File: config.mk
export PLATFORM = sky130hd
export DESIGN_NAME = mul8s_dot_acc_flat
export DESIGN_NICKNAME = d
export VERILOG_FILES = /design/src/rtl/mul8s_dot_acc_if.sv /design/src/rtl/mul8s_dot_acc.sv /design/src/flat_wrapper.sv
export SDC_FILE = /design/constraint.sdc
export NUM_CORES = 1
export LEC_CHECK = 0
export CORE_ASPECT_RATIO = 2
export CORE_UTILIZATION = 45
export CTS_CLUSTER_SIZE = 10
export DETAILED_ROUTE_END_ITERATION = 6
export PLACE_DENSITY_LB_ADDON = 0.25
export SYNTH_ARGS = -nofsm -noshare
export SYNTH_HDL_FRONTEND = slang
export SYNTH_SLANG_ARGS = --single-unit
File: constraint.sdc
create_clock -name clock -period 4 [get_ports clock]
set_clock_uncertainty 0.05 [all_clocks]
set_input_delay 0.4 -clock clock [delete_from_list [all_inputs] [get_ports clock]]
set_output_delay 0.4 -clock clock [all_outputs]
set_load 0.05 [all_outputs]
File: src/rtl/mul8s_dot_acc_if.sv
// Beat/result handshake bundle for the signed dot-product accumulator.
// slave = accumulator side, master = the stage driving it.
interface mul8s_dot_acc_if #(
    parameter int ACC_W = 24,
    parameter int LEN_W = 8
);
    logic                    in_valid;
    logic                    in_ready;
    logic signed [15:0]      in_prod;
    logic                    in_last;
    logic                    out_valid;
    logic                    out_ready;
    logic signed [ACC_W-1:0] out_sum;
    logic [LEN_W-1:0]        out_count;
    logic                    out_ovf;

    modport slave (
        input  in_valid,
        input  in_prod,
        input  in_last,
        input  out_ready,
        output in_ready,
        output out_valid,
        output out_sum,
        output out_count,
        output out_ovf
    );

    modport master (
        output in_valid,
        output in_prod,
        output in_last,
        output out_ready,
        input  in_ready,
        input  out_valid,
        input  out_sum,
        input  out_count,
        input  out_ovf
    );
endinterface

File: src/rtl/mul8s_dot_acc.sv
// Saturating signed dot-product accumulator over multiplier products.
// One result register, refilled back-to-back when drained and loaded together.
module mul8s_dot_acc #(
    parameter int ACC_W = 24,
    parameter int LEN_W = 8
) (
    input  logic           clock,
    input  logic           reset,
    mul8s_dot_acc_if.slave bus
);
    typedef enum logic [1:0] {
        IDLE = 2'd0,
        ACC  = 2'd1,
        HOLD = 2'd2
    } state_t;

    localparam logic signed [ACC_W-1:0] SAT_MAX =
        {1'b0, {(ACC_W-1){1'b1}}};
    localparam logic signed [ACC_W-1:0] SAT_MIN =
        {1'b1, {(ACC_W-1){1'b0}}};
    localparam logic [LEN_W-1:0] CNT_MAX = '1;

    state_t state_q;
    state_t state_d;

    logic signed [ACC_W-1:0] acc_q;
    logic [LEN_W-1:0]        count_q;
    logic                    ovf_q;

    logic signed [ACC_W-1:0] res_sum_q;
    logic [LEN_W-1:0]        res_count_q;
    logic                    res_ovf_q;

    logic                    out_valid;
    logic                    in_ready;
    logic                    accept;
    logic                    take;
    logic                    drain;

    logic signed [ACC_W:0]   sum_wide;
    logic                    sat_hi;
    logic                    sat_lo;
    logic signed [ACC_W-1:0] sum_sat;
    logic [LEN_W-1:0]        cnt_inc;
    logic                    ovf_inc;

    assign accept = bus.in_valid & in_ready;
    assign take   = accept & bus.in_last;
    assign drain  = out_valid & bus.out_ready;

    // One guard bit above the accumulator exposes signed overflow.
    assign sum_wide =
        {acc_q[ACC_W-1], acc_q} +
        {{(ACC_W+1-16){bus.in_prod[15]}}, bus.in_prod};

    assign sat_hi = ~sum_wide[ACC_W] & sum_wide[ACC_W-1];
    assign sat_lo = sum_wide[ACC_W] & ~sum_wide[ACC_W-1];

    always_comb begin
        sum_sat = sum_wide[ACC_W-1:0];
        unique case (1'b1)
            sat_hi:  sum_sat = SAT_MAX;
            sat_lo:  sum_sat = SAT_MIN;
            default: sum_sat = sum_wide[ACC_W-1:0];
        endcase
    end

    assign cnt_inc = (count_q == CNT_MAX) ? count_q
                                          : count_q + 1'b1;
    assign ovf_inc = ovf_q | sat_hi | sat_lo;

    always_ff @(posedge clock or posedge reset) begin
        if (reset) begin
            state_q <= IDLE;
        end else begin
            state_q <= state_d;
        end
    end

    always_comb begin
        state_d = state_q;
        unique case (state_q)
            IDLE: begin
                if (take)        state_d = HOLD;
                else if (accept) state_d = ACC;
            end
            ACC: begin
                if (take)        state_d = HOLD;
            end
            HOLD: begin
                if (take)        state_d = HOLD;
                else if (accept) state_d = ACC;
                else if (drain)  state_d = IDLE;
            end
            default: state_d = IDLE;
        endcase
    end

    always_comb begin
        out_valid = (state_q == HOLD);
        in_ready  = ~out_valid | bus.out_ready;
    end

    // A last beat empties the running vector into the result register.
    always_ff @(posedge clock or posedge reset) begin
        if (reset) begin
            acc_q   <= '0;
            count_q <= '0;
            ovf_q   <= 1'b0;
        end else if (take) begin
            acc_q   <= '0;
            count_q <= '0;
            ovf_q   <= 1'b0;
        end else if (accept) begin
            acc_q   <= sum_sat;
            count_q <= cnt_inc;
            ovf_q   <= ovf_inc;
        end
    end

    always_ff @(posedge clock or posedge reset) begin
        if (reset) begin
            res_sum_q   <= '0;
            res_count_q <= '0;
            res_ovf_q   <= 1'b0;
        end else if (take) begin
            res_sum_q   <= sum_sat;
            res_count_q <= cnt_inc;
            res_ovf_q   <= ovf_inc;
        end
    end

    assign bus.in_ready  = in_ready;
    assign bus.out_valid = out_valid;
    assign bus.out_sum   = res_sum_q;
    assign bus.out_count = res_count_q;
    assign bus.out_ovf   = res_ovf_q;
endmodule

File: src/flat_wrapper.sv
// flat-port wrapper written by rule: the top's interface ports become plain ports
module mul8s_dot_acc_flat 
#(
    parameter int ACC_W = 24,
    parameter int LEN_W = 8
)
  (clock, reset, bus_in_valid, bus_in_prod, bus_in_last, bus_out_ready, bus_in_ready, bus_out_valid, bus_out_sum, bus_out_count, bus_out_ovf);
  mul8s_dot_acc_if #(.ACC_W(ACC_W), .LEN_W(LEN_W)) bus_i ();
  input  logic clock;
  input  logic reset;
  input wire logic [$bits(bus_i.in_valid)-1:0] bus_in_valid;
  input wire logic [$bits(bus_i.in_prod)-1:0] bus_in_prod;
  input wire logic [$bits(bus_i.in_last)-1:0] bus_in_last;
  input wire logic [$bits(bus_i.out_ready)-1:0] bus_out_ready;
  output wire logic [$bits(bus_i.in_ready)-1:0] bus_in_ready;
  output wire logic [$bits(bus_i.out_valid)-1:0] bus_out_valid;
  output wire logic [$bits(bus_i.out_sum)-1:0] bus_out_sum;
  output wire logic [$bits(bus_i.out_count)-1:0] bus_out_count;
  output wire logic [$bits(bus_i.out_ovf)-1:0] bus_out_ovf;
  assign bus_i.in_valid = bus_in_valid;
  assign bus_i.in_prod = bus_in_prod;
  assign bus_i.in_last = bus_in_last;
  assign bus_i.out_ready = bus_out_ready;
  assign bus_in_ready = bus_i.in_ready;
  assign bus_out_valid = bus_i.out_valid;
  assign bus_out_sum = bus_i.out_sum;
  assign bus_out_count = bus_i.out_count;
  assign bus_out_ovf = bus_i.out_ovf;
  mul8s_dot_acc #(.ACC_W(ACC_W), .LEN_W(LEN_W)) u_core (.clock(clock), .reset(reset), .bus(bus_i));
endmodule
==> results.yml <==
finish:
  instances_no_fill: 659
  multi_input_comb_area_mm2: 0.00227
  postLayoutCoreUtil: 0.615
  fillCellCount: 759
  final_nets: 603
  seq_area_mm2: 0.00170
  final_layout_size_suffix_gt1_frac: 0.120
  synthToLayoutAreaGrowth_pct: 31.4
  diodes: 0
floorplanning:
  rows: 48
  die_w_um: 69.3
  start_util: 0.468
  ios: 56
  coreArea_mm2: 0.00871
  die_area_mm2: 0.00946
  die_h_um: 137
synth:
  synth_nets: 515
  synth_top_cell_by_area: "dfrtp_1"
  yosysTopAreaCellShare: 0.418
  syn_area_mm2: 0.00407
  yosys-top-cells-count: "nand2_1 (71), dfrtp_1 (68), o21ai_0 (58)"
  syn_inst: 466
  yosys_warnings: 0
  async_flop_share: 1.00
  synth-seq-area-share: 0.418
  synth_edf_count: 0
  synth_most_common_cell: "nand2_1"
  yosys-top-cells-area: "dfrtp_1 (42%), ha_1 (8.3%), o21ai_0 (7.1%)"
  synth-seq-cells: 68
  ys.flop_type: "dfrtp_1"
  synth_cell_types: 50
  syn_avg_cell_area_um2: 8.74
sta:
  drv_slew: 0
  period_share: 0.937
  holdWs_ps: 427
  slew_headroom: 0.301
  tightest_slew_ps: 1050
  rsz0062_at_grt: "no"
  final.setup.worst_slack_ps: 253
  fmax_mhz: 267
  period_needed_ps: 3750
  hold_viol: 0
  setup_violations: 0
route:
  vias: 3825
  ant_nets: 0
  drt_iter0_drc: 199
  first_pass_iters: 4
  route.detailed.drc: 0
  routed_wl_um: 11800
  viasPerCell: 5.80
  avgRoutedWirePerCell_um: 17.9
grt:
  grt_start_max_net_pins: 37
  antenna_found_initial: 0
  grt_first_pass_wirelength_um: 19400
  grt_usage: 0.265
  grt_pass1_vias: 4094
  grt.overflow.total: 0
clocking:
  cts_hold_buf: 0
  ctsLongestPathBuffers: 2
  clk_latency_ps: 340
  cts_inserted_buffers: 9
  cts_resized: 0
  ctsRootBufferMaster: "clkbuf_16"
  cts_sinks: 68
  tritoncts: "built"
  postCtsSetupBuffers: 0
  htree_levels: 3
  clk_pin_slew_ps: 60
power_and_ir_drop:
  peakVddDrop_v: 0.000673
  power_density_mw_per_mm2: 946
  leakage_nw: 2.42
setup_path:
  crit_arrival_ps: 3900
  crit_required_ps: 4150
  crit_path_start_kind: "primary input"
  crit_type: "in -> reg"
  end_kind: "flop"
  cp_max_fo: 6
outcome:
  status: "completed"
placed_design:
  io_buffers: 55
  pre_cts_slack_ps: -86.6
  placedCellCount: 643
  place.gp.congestion: 0.967
  dp_hpwl_um: 9020
flow_run:
  maxCapViolations: 0
min_path:
  hp-class: "reg -> reg"
==> flip-flops by register name, summed over array words and instances (netlist names) <==
register,count
u_core.ovf_q,1
u_core.bus.out_sum,24
u_core.bus.out_ovf,1
u_core.state_q,2
u_core.count_q,8
u_core.acc_q,24
u_core.bus.out_count,8
==> final cells by class <==
cell class,instances,area share
multi-input cells,370,0.423
flip-flops and latches,68,0.318
repair buffers,98,0.170
clock buffers,9,0.0421
well taps,100,0.0234
clock inverters,7,0.0185
inverters,7,0.00491
==> placed cells by master (no fill, tap or decap), types with 9 or more instances in the layout <==
cell type,Yosys,layout
clkbuf_16,0,9
nor2_1,35,35
o31ai_1,9,9
a21o_1,9,9
nand2_1,71,71
a21oi_1,51,51
nor2b_1,9,9
dfrtp_1,68,68
xnor2_1,15,15
buf_4,0,40
ha_1,27,27
o21ai_0,58,58
clkdlybuf4s50_1,0,55
==> metal layers <==
| layer | share of wire | wire length (µm) | up-vias | track usage |
|---|---|---|---|---|
| li1 | - | - | 1836 | - |
| met1 | 0.37 | 4430 | 1823 | 0.267 |
| met2 | 0.53 | 6240 | 115 | 0.485 |
| met3 | 0.030 | 355 | 51 | 0.0376 |
| met4 | 0.067 | 798 | 0 | 0.198 |
| met5 | 0 | 0 | - | 0 |
==> where the power goes <==
part | switching [mW] | total [mW] | internal, mW
registers | 0.168 | 1.11 | 0.937
logic | 1.80 | 3.09 | 1.29
clock network | 0.320 | 0.870 | 0.550
total | 2.29 | 5.06 | 2.77
==> cells by family after synthesis <==
logic type,count (synthesis),synth area share
DFF,68,0.418
muxes,5,0.0123
xor gates and xnor gates,23,0.0494
and+or+nand+nor,156,0.175
buffers and inverters,28,0.0258
adders and majority gates,28,0.0878
AOI/OAI and AO/OA,158,0.232
==> stage by stage <==
| step | TNS, ps | cell area [µm²] | total power, mW |
|---|---|---|---|
| floorplan | 0 | 4070 | 2.98 |
| global placement | 0 | 5030 | 4.14 |
| detailed placement | -216 | 5030 | 4.18 |
| CTS | 0 | 5360 | 5.07 |
| global route | 0 | 5360 | 5.39 |
| finish | 0 | 5360 | 5.06 |
==> final timing paths <==
kind	startpoint	end	slack [ps]	depth (start not counted)
max in group asynchronous	reset	u_core.acc_q[19]	2670	3
worst min-delay path	u_core.bus.out_sum[9]	u_core.bus.out_sum[9]	430	2
worst max-delay path	bus_in_prod[4]	u_core.bus.out_sum[17]	250	16
worst max register to register	u_core.acc_q[4]	u_core.bus.out_sum[17]	330	15
min in group asynchronous	reset	u_core.bus.out_sum[3]	480	2
worst min register to register	u_core.bus.out_sum[9]	u_core.bus.out_sum[9]	430	2
==> critical path, cell delays in order <==
cell             delay, ps
clkdlybuf4s50_1        410
ha_1                   340
a21o_1                 210
a31oi_1                250
a21oi_1                100
and3b_2                240
nor3b_2                190
o31ai_2                100
a221o_1                360
xnor2_1                140
ha_1                   340
nor2b_1                170
nand2_1                 60
o311ai_0               130
a311oi_1               320
o21ai_0                130
No activity file was read; power rests on OpenSTA's default activity.
